### config.mk
export PLATFORM = sky130hd
export DESIGN_NAME = midori_sbox_layer_ctrl_flat
export DESIGN_NICKNAME = d
export VERILOG_FILES = /design/src/rtl/midori_sbox_layer_ctrl_pkg.sv /design/src/rtl/midori_sbox_layer_ctrl_if.sv /design/src/rtl/midori_sbox_layer_ctrl_tag_pipe.sv /design/src/rtl/midori_sbox_layer_ctrl.sv /design/src/flat_wrapper.sv
export SDC_FILE = /design/constraint.sdc
export NUM_CORES = 1
export LEC_CHECK = 0
export ABC_AREA = 1
export CAP_MARGIN = 20
export CORE_MARGIN = 5
export CORE_UTILIZATION = 48
export DETAILED_ROUTE_END_ITERATION = 10
export PLACE_DENSITY = 0.8
export SYNTH_ARGS = -nofsm -noshare
export SYNTH_HDL_FRONTEND = slang
export SYNTH_SLANG_ARGS = --single-unit
### constraint.sdc
create_clock -name clk -period 2.7 [get_ports clk]
set_input_delay 0.54 -clock clk [delete_from_list [all_inputs] [get_ports clk]]
set_output_delay 0.54 -clock clk [all_outputs]
set_load 0.03 [all_outputs]
### src/rtl/midori_sbox_layer_ctrl_pkg.sv
// rtl/midori_sbox_layer_ctrl_pkg.sv - shared constants and FSM state type for the Midori S-box layer
package midori_pkg;

    localparam int MIDORI_NIBBLES = 16;
    localparam int MIDORI_RND_W   = 45;
    localparam int MIDORI_SHARE_W = 64;

    typedef enum logic [1:0] {
        ST_IDLE  = 2'd0,
        ST_RUN   = 2'd1,
        ST_DRAIN = 2'd2,
        ST_DONE  = 2'd3
    } sbox_ctrl_state_t;

endpackage

### src/rtl/midori_sbox_layer_ctrl_if.sv
// rtl/midori_sbox_layer_ctrl_if.sv - bus between the layer sequencer and the shared masked S-box
interface midori_sbox_layer_ctrl_if
    import midori_pkg::*;
#(
    parameter int RND_W = MIDORI_RND_W
) ();

    logic [3:0]       sbox_in1;
    logic [3:0]       sbox_in2;
    logic [3:0]       sbox_in3;
    logic [RND_W-1:0] sbox_r;
    logic [3:0]       sbox_out1;
    logic [3:0]       sbox_out2;
    logic [3:0]       sbox_out3;

    // Sequencer side: drives nibble shares and randomness, receives S-box outputs
    modport master (
        output sbox_in1, sbox_in2, sbox_in3, sbox_r,
        input  sbox_out1, sbox_out2, sbox_out3
    );

    // S-box side
    modport slave (
        input  sbox_in1, sbox_in2, sbox_in3, sbox_r,
        output sbox_out1, sbox_out2, sbox_out3
    );

endinterface

### src/rtl/midori_sbox_layer_ctrl_tag_pipe.sv
// rtl/midori_sbox_layer_ctrl_tag_pipe.sv - valid-bit delay line mirroring the S-box pipeline
module midori_sbox_tag_pipe #(
    parameter int DEPTH = 3
) (
    input  logic clk,
    input  logic i_clr,
    input  logic i_valid,
    output logic o_tail,
    output logic o_any_valid
);

    logic [DEPTH-1:0] r_tags;

    // Shift one tag per cycle; bit DEPTH-1 lines up with the S-box output of the same nibble
    always_ff @(posedge clk) begin
        if (i_clr) begin
            r_tags <= '0;
        end else begin
            r_tags[0] <= i_valid;
            for (int i = 1; i < DEPTH; i++) begin
                r_tags[i] <= r_tags[i-1];
            end
        end
    end

    assign o_tail      = r_tags[DEPTH-1];
    assign o_any_valid = |r_tags;

endmodule

### src/rtl/midori_sbox_layer_ctrl.sv
// rtl/midori_sbox_layer_ctrl.sv - sequences 16 masked nibbles through one shared pipelined S-box
module midori_sbox_layer_ctrl
    import midori_pkg::*;
#(
    parameter int SBOX_LAT = 3,
    parameter int NIBBLES  = MIDORI_NIBBLES,
    parameter int RND_W    = MIDORI_RND_W
) (
    input  logic                   clk,
    input  logic                   rst,
    input  logic                   i_start,
    input  logic [4*NIBBLES-1:0]   i_state_in1,
    input  logic [4*NIBBLES-1:0]   i_state_in2,
    input  logic [4*NIBBLES-1:0]   i_state_in3,
    input  logic [RND_W-1:0]       i_rnd,
    input  logic                   i_rnd_valid,
    output logic                   o_rnd_ready,
    midori_sbox_layer_ctrl_if.master io_sbox,
    output logic [4*NIBBLES-1:0]   o_state_out1,
    output logic [4*NIBBLES-1:0]   o_state_out2,
    output logic [4*NIBBLES-1:0]   o_state_out3,
    output logic                   o_busy,
    output logic                   o_done,
    output logic                   o_rnd_err
);

    localparam int IDX_W = $clog2(NIBBLES) + 1;
    localparam int NIB_W = IDX_W - 1;
    localparam logic [IDX_W-1:0] LAST_IDX = IDX_W'(NIBBLES - 1);

    sbox_ctrl_state_t r_state;
    sbox_ctrl_state_t w_next_state;

    logic [4*NIBBLES-1:0] r_share1, r_share2, r_share3;
    logic [4*NIBBLES-1:0] r_out1, r_out2, r_out3;
    logic [IDX_W-1:0]     r_issue_idx;
    logic [IDX_W-1:0]     r_cap_idx;
    logic                 r_rnd_err;

    logic                 w_issue;
    logic                 w_capture;
    logic                 w_rnd_ready;
    logic                 w_err_set;
    logic                 w_tag_tail;
    logic                 w_tag_any;
    logic [3:0]           w_sbox_in1, w_sbox_in2, w_sbox_in3;
    logic [NIB_W-1:0]     w_issue_nib;
    logic [NIB_W-1:0]     w_cap_nib;

    assign w_issue_nib = r_issue_idx[NIB_W-1:0];
    assign w_cap_nib   = r_cap_idx[NIB_W-1:0];

    midori_sbox_tag_pipe #(
        .DEPTH (SBOX_LAT)
    ) u_tag_pipe (
        .clk         (clk),
        .i_clr       (rst),
        .i_valid     (w_issue),
        .o_tail      (w_tag_tail),
        .o_any_valid (w_tag_any)
    );

    // State register
    always_ff @(posedge clk) begin
        if (rst) begin
            r_state <= ST_IDLE;
        end else begin
            r_state <= w_next_state;
        end
    end

    // Next state, issue gating and capture strobes; nibbles only leave when fresh randomness is present
    always_comb begin
        w_next_state = r_state;
        w_rnd_ready  = 1'b0;
        w_issue      = 1'b0;
        w_capture    = 1'b0;
        w_sbox_in1   = 4'h0;
        w_sbox_in2   = 4'h0;
        w_sbox_in3   = 4'h0;
        case (r_state)
            ST_IDLE: begin
                if (i_start) begin
                    w_next_state = ST_RUN;
                end
            end
            ST_RUN: begin
                w_rnd_ready = 1'b1;
                w_capture   = w_tag_tail;
                if (i_rnd_valid) begin
                    w_issue    = 1'b1;
                    w_sbox_in1 = r_share1[{w_issue_nib, 2'b00} +: 4];
                    w_sbox_in2 = r_share2[{w_issue_nib, 2'b00} +: 4];
                    w_sbox_in3 = r_share3[{w_issue_nib, 2'b00} +: 4];
                    if (r_issue_idx == LAST_IDX) begin
                        w_next_state = ST_DRAIN;
                    end
                end
                if (w_capture && (r_cap_idx == LAST_IDX)) begin
                    w_next_state = ST_DONE;
                end
            end
            ST_DRAIN: begin
                w_rnd_ready = w_tag_any;
                w_capture   = w_tag_tail;
                if (w_capture && (r_cap_idx == LAST_IDX)) begin
                    w_next_state = ST_DONE;
                end
            end
            ST_DONE: begin
                w_next_state = ST_IDLE;
            end
            default: begin
                w_next_state = ST_IDLE;
            end
        endcase
    end

    // A missing random word only matters while a masked nibble sits inside the S-box pipeline
    assign w_err_set = ((r_state == ST_RUN) || (r_state == ST_DRAIN)) && !i_rnd_valid && w_tag_any;

    // Input share latch, issue counter and sticky randomness error
    always_ff @(posedge clk) begin
        if (rst) begin
            r_share1    <= '0;
            r_share2    <= '0;
            r_share3    <= '0;
            r_issue_idx <= '0;
            r_rnd_err   <= 1'b0;
        end else if ((r_state == ST_IDLE) && i_start) begin
            r_share1    <= i_state_in1;
            r_share2    <= i_state_in2;
            r_share3    <= i_state_in3;
            r_issue_idx <= '0;
            r_rnd_err   <= 1'b0;
        end else begin
            if (w_issue) begin
                r_issue_idx <= r_issue_idx + 1'b1;
            end
            if (w_err_set) begin
                r_rnd_err <= 1'b1;
            end
        end
    end

    // Result reassembly: outputs return in issue order, so a single capture counter suffices
    always_ff @(posedge clk) begin
        if (rst) begin
            r_out1    <= '0;
            r_out2    <= '0;
            r_out3    <= '0;
            r_cap_idx <= '0;
        end else if ((r_state == ST_IDLE) && i_start) begin
            r_cap_idx <= '0;
        end else if (w_capture) begin
            r_out1[{w_cap_nib, 2'b00} +: 4] <= io_sbox.sbox_out1;
            r_out2[{w_cap_nib, 2'b00} +: 4] <= io_sbox.sbox_out2;
            r_out3[{w_cap_nib, 2'b00} +: 4] <= io_sbox.sbox_out3;
            r_cap_idx                       <= r_cap_idx + 1'b1;
        end
    end

    assign io_sbox.sbox_in1 = w_sbox_in1;
    assign io_sbox.sbox_in2 = w_sbox_in2;
    assign io_sbox.sbox_in3 = w_sbox_in3;
    assign io_sbox.sbox_r   = i_rnd;

    assign o_rnd_ready  = w_rnd_ready;
    assign o_state_out1 = r_out1;
    assign o_state_out2 = r_out2;
    assign o_state_out3 = r_out3;
    assign o_busy       = (r_state != ST_IDLE);
    assign o_done       = (r_state == ST_DONE);
    assign o_rnd_err    = r_rnd_err;

endmodule
### src/flat_wrapper.sv
// flat-port wrapper written by rule: the top's interface ports become plain ports
module midori_sbox_layer_ctrl_flat import midori_pkg::*;
#(
    parameter int SBOX_LAT = 3,
    parameter int NIBBLES  = MIDORI_NIBBLES,
    parameter int RND_W    = MIDORI_RND_W
)
  (clk, rst, i_start, i_state_in1, i_state_in2, i_state_in3, i_rnd, i_rnd_valid, o_rnd_ready, o_state_out1, o_state_out2, o_state_out3, o_busy, o_done, o_rnd_err, io_sbox_sbox_in1, io_sbox_sbox_in2, io_sbox_sbox_in3, io_sbox_sbox_r, io_sbox_sbox_out1, io_sbox_sbox_out2, io_sbox_sbox_out3);
  midori_sbox_layer_ctrl_if #(.RND_W(RND_W)) io_sbox_i ();
  input  logic clk;
  input  logic rst;
  input  logic i_start;
  input  logic [4*NIBBLES-1:0] i_state_in1;
  input  logic [4*NIBBLES-1:0] i_state_in2;
  input  logic [4*NIBBLES-1:0] i_state_in3;
  input  logic [RND_W-1:0] i_rnd;
  input  logic i_rnd_valid;
  output logic o_rnd_ready;
  output logic [4*NIBBLES-1:0] o_state_out1;
  output logic [4*NIBBLES-1:0] o_state_out2;
  output logic [4*NIBBLES-1:0] o_state_out3;
  output logic o_busy;
  output logic o_done;
  output logic o_rnd_err;
  output wire logic [$bits(io_sbox_i.sbox_in1)-1:0] io_sbox_sbox_in1;
  output wire logic [$bits(io_sbox_i.sbox_in2)-1:0] io_sbox_sbox_in2;
  output wire logic [$bits(io_sbox_i.sbox_in3)-1:0] io_sbox_sbox_in3;
  output wire logic [$bits(io_sbox_i.sbox_r)-1:0] io_sbox_sbox_r;
  input wire logic [$bits(io_sbox_i.sbox_out1)-1:0] io_sbox_sbox_out1;
  input wire logic [$bits(io_sbox_i.sbox_out2)-1:0] io_sbox_sbox_out2;
  input wire logic [$bits(io_sbox_i.sbox_out3)-1:0] io_sbox_sbox_out3;
  assign io_sbox_sbox_in1 = io_sbox_i.sbox_in1;
  assign io_sbox_sbox_in2 = io_sbox_i.sbox_in2;
  assign io_sbox_sbox_in3 = io_sbox_i.sbox_in3;
  assign io_sbox_sbox_r = io_sbox_i.sbox_r;
  assign io_sbox_i.sbox_out1 = io_sbox_sbox_out1;
  assign io_sbox_i.sbox_out2 = io_sbox_sbox_out2;
  assign io_sbox_i.sbox_out3 = io_sbox_sbox_out3;
  midori_sbox_layer_ctrl #(.SBOX_LAT(SBOX_LAT), .NIBBLES(NIBBLES), .RND_W(RND_W)) u_core (.clk(clk), .rst(rst), .i_start(i_start), .i_state_in1(i_state_in1), .i_state_in2(i_state_in2), .i_state_in3(i_state_in3), .i_rnd(i_rnd), .i_rnd_valid(i_rnd_valid), .o_rnd_ready(o_rnd_ready), .io_sbox(io_sbox_i), .o_state_out1(o_state_out1), .o_state_out2(o_state_out2), .o_state_out3(o_state_out3), .o_busy(o_busy), .o_done(o_done), .o_rnd_err(o_rnd_err));
endmodule
==> results.md <==
* Status: finished, final reports clean
* Area of the multi-input gates at 7851 sq um
* FF/Latch Area at 8016 sq um
* 1st-pass router iterations at 6
* Hold Crit Start: u_core.u_tag_pipe.r_tags[1]$_SDFF_PP0_
* Cts bufs inserted at 42
* Most frequent cells in the layout: nor2_1, nand2_1, clkdlybuf4s50_1, dfxtp_1, o21ai_0
* Slew Limit Fails at 0
* Max FO, Critical Path at 22
* Critical path type: reg2out
* Worst-Margin Slew at 1.003 ns
* Dpl ws at -0.09920 ns
* Synth-to-Final Area Change at 33.59%
* Post-synth top area share at 45.29%
* Max Clk Rate at 0.3755 GHz
* Post-layout util at 64.67%
* Final instance area at 23620 sq um
* GR Overflow Total at 0
* Vias in the first global route at 17954
* # rows at 70
* CTS tree: built
* Finished Layout Cells at 3428
* 1st-iter DRT viols at 1463
* Hold EP: u_core.u_tag_pipe.r_tags[2]$_SDFF_PP0_
* Routability cong. at 0.9097
* Initial core utilization at 48.41%
* R2R cell count at 7
* Fin crit share at 98.64%
* R2R setup slack at 0.23 ns
* Root Buffer Master: clkbuf_16
* Total GRT Usage at 28.94%
* PD cells at 698.1 nW/um^2
* Reg2reg start: u_core.r_cap_idx[1]$_SDFFE_PP0P_
* Fill cell count at 3080
* H-tree levels at 2
* Die W at 201.9 um
* Synth Warn # at 0
* Share of post-route cells with drive strength above 1 at 6.942%
* Type of origin of the critical path: flop
* Synthesis-stage register bit count at 400
* Mapped Cells at 2609
* Drt total wl at 62990 um
* Core Area at 36520 sq um
* Max-slew headroom at 33.16%
* CP arrival at 2.12 ns
* Worst Hold Class: reg2reg
* DIE AREA at 40770 sq um
* Final setup margin at 0.03670 ns
* DRC at 0
* Lkg Pwr at 0.009655 uW
* Hold_buf cts at 0
* Tmin final at 2.663 ns
* Critical path required time at 2.16 ns
* Yosys top cell by area: dfxtp_1
* Setup violations, final at 0
* Commonest non-fill, non-tap cell in the layout: nor2_1
* Initial antenna violation count at 9
* Clk buf depth at 3
* DR WL/cell at 18.37 um
* Placed insts at 3329
* First-pass GRT wire length at 96600 um
* Ranking of synthesized cells by area: dfxtp_1, nor2_1, nand2_1, o21ai_0, a21oi_1
* Clock Skews at 0.02459 ns
* Sink Count at 400
* Hold Vio Cnt, Final at 0
* Max cap viols at 0
* Antenna Nets Post-Route at 0
* # IOs at 506
* Die height at 201.9 um
* Nets at 3185
* Reg clk slew, reported paths at 0.06 ns
* Placed inst area at 21890 sq um
* RSZ-0062 raised after global routing: yes
* Mapped Area at 17680 sq um
* Clock Latency Late Sink at 0.54 ns
* Post-route setup TNS at 0 ns
* Detailed Place HPWL at 43420 um
* Sequential area share after synthesis at 45.29%
* Reg2Reg Capture Point: u_core.o_state_out3[10]$_SDFFE_PP0P_
* Synth Net Count at 2874
* Synth Area per Inst at 6.777 sq um
* Vias at 18279
* Max VDD drop at 0.4773 mV
* Unique masters post-synth at 29
* Largest net degree at the start of global routing at 265
* CP Capture Type: output port
* Via density at 5.332
* Count of input and output buffers at 415
* Hold path cells at 2
[report_power, final]
| part | internal, uW | switching (uW) |
|---|---|---|
| clock network | 3490 | 2410 |
| registers | 6700 | 346 |
| logic | 1340 | 2210 |
[critical path, cell delays in order (launching register included)]
cell and delay [ns]:
dfxtp_4 0.44, buf_4 0.21, clkbuf_16 0.21, nor2_1 0.05
nor2_1 0.08, nand2_1 0.05, nand3_1 0.08, nand3_1 0.11
a21oi_1 0.16, buf_4 0.19
[kinds of logic (layout without fill, tap and decap cells)]
| family | count (synthesis) | count (layout) | share of synthesized area, % |
|---|---|---|---|
| adders and majority gates | 12 | 12 | 0.8492 |
| other | 0 | 7 | 0 |
| buffers and inverters | 428 | 772 | 10.52 |
| AOI/OAI and AO/OA | 457 | 457 | 12.99 |
| and+or+nand+nor | 1312 | 1312 | 30.36 |
| DFF | 400 | 400 | 45.29 |
[synthesized netlist by cell type, drive strengths merged]
cell type  instances
clkbuf           121
o21ai            257
ha                12
nand3b             8
dfxtp            400
nor2             639
a21o               1
a211oi             1
nand4             33
buf              105
nor3              17
nand2            471
a21oi            198
inv              202
nand3            144
[metal layers]
layer  GRT usage (%)  part of all wire (%)  vias up
met2           46.81                    46      873
li1                -                     -     8799
met4           15.84                   5.7        4
met5               0                 0.032        -
met3           8.744                    11      211
met1           34.52                    38     8392
[through the flow]
step / power, uW / hold slack [ns]
after floorplan: 9514 / 0.4030
after global placement: 10390 / 0.4100
after detailed placement: 10510 / 0.4239
after CTS: 16380 / 0.4143
after global routing: 17310 / 0.4427
final: 16490 / 0.4103
[sequential cells by signal, indices dropped and copies added, names as in the netlist, 2 cells and up]
register and flops:
u_core.r_share1 64, u_core.r_cap_idx 5, u_core.o_state_out1 64, u_core.o_state_out3 64
u_core.r_state 2, u_core.o_state_out2 64, u_core.u_tag_pipe.r_tags 3, u_core.r_share2 64
u_core.r_issue_idx 5, u_core.r_share3 64
[final cells by class]
| type | count | share of cell area, % |
|---|---|---|
| well taps | 468 | 2.479 |
| diodes | 7 | 0.07416 |
| clock inverters | 12 | 0.5933 |
| inverters | 202 | 3.274 |
| repair buffers | 493 | 20.94 |
| multi-input cells | 1781 | 33.24 |
| clock buffers | 65 | 5.456 |
| flip-flops and latches | 400 | 33.94 |
[what timing repair did]
item                                    in CTS  in global routing
endpoints found under the setup margin      37                 14
gates resized for setup                      7                 19
buffers inserted                             5                  4
pin swaps                                    0                  1
cloned                                       0                  6
[how the worst max path moves through the flow]
stage | from | end | slack, ns
2_1_floorplan | u_core.r_issue_idx[1]$_SDFFE_PP0P_ | io_sbox_sbox_in2[1] | 0.45
3_3_place_gp | u_core.r_cap_idx[1]$_SDFFE_PP0P_ | u_core.o_state_out3[11]$_SDFFE_PP0P_ | 0.004
3_5_place_dp | u_core.r_cap_idx[1]$_SDFFE_PP0P_ | u_core.o_state_out3[10]$_SDFFE_PP0P_ | -0.1
4_1_cts | u_core.r_state[0]$_SDFFE_PP0P_ | o_busy | 0.002
5_1_grt | u_core.r_issue_idx[0]$_SDFFE_PP0P_ | io_sbox_sbox_in3[2] | -0.06
6_report | u_core.r_issue_idx[0]$_SDFFE_PP0P_ | io_sbox_sbox_in3[0] | 0.04
Power figures use the tool's default switching activity.
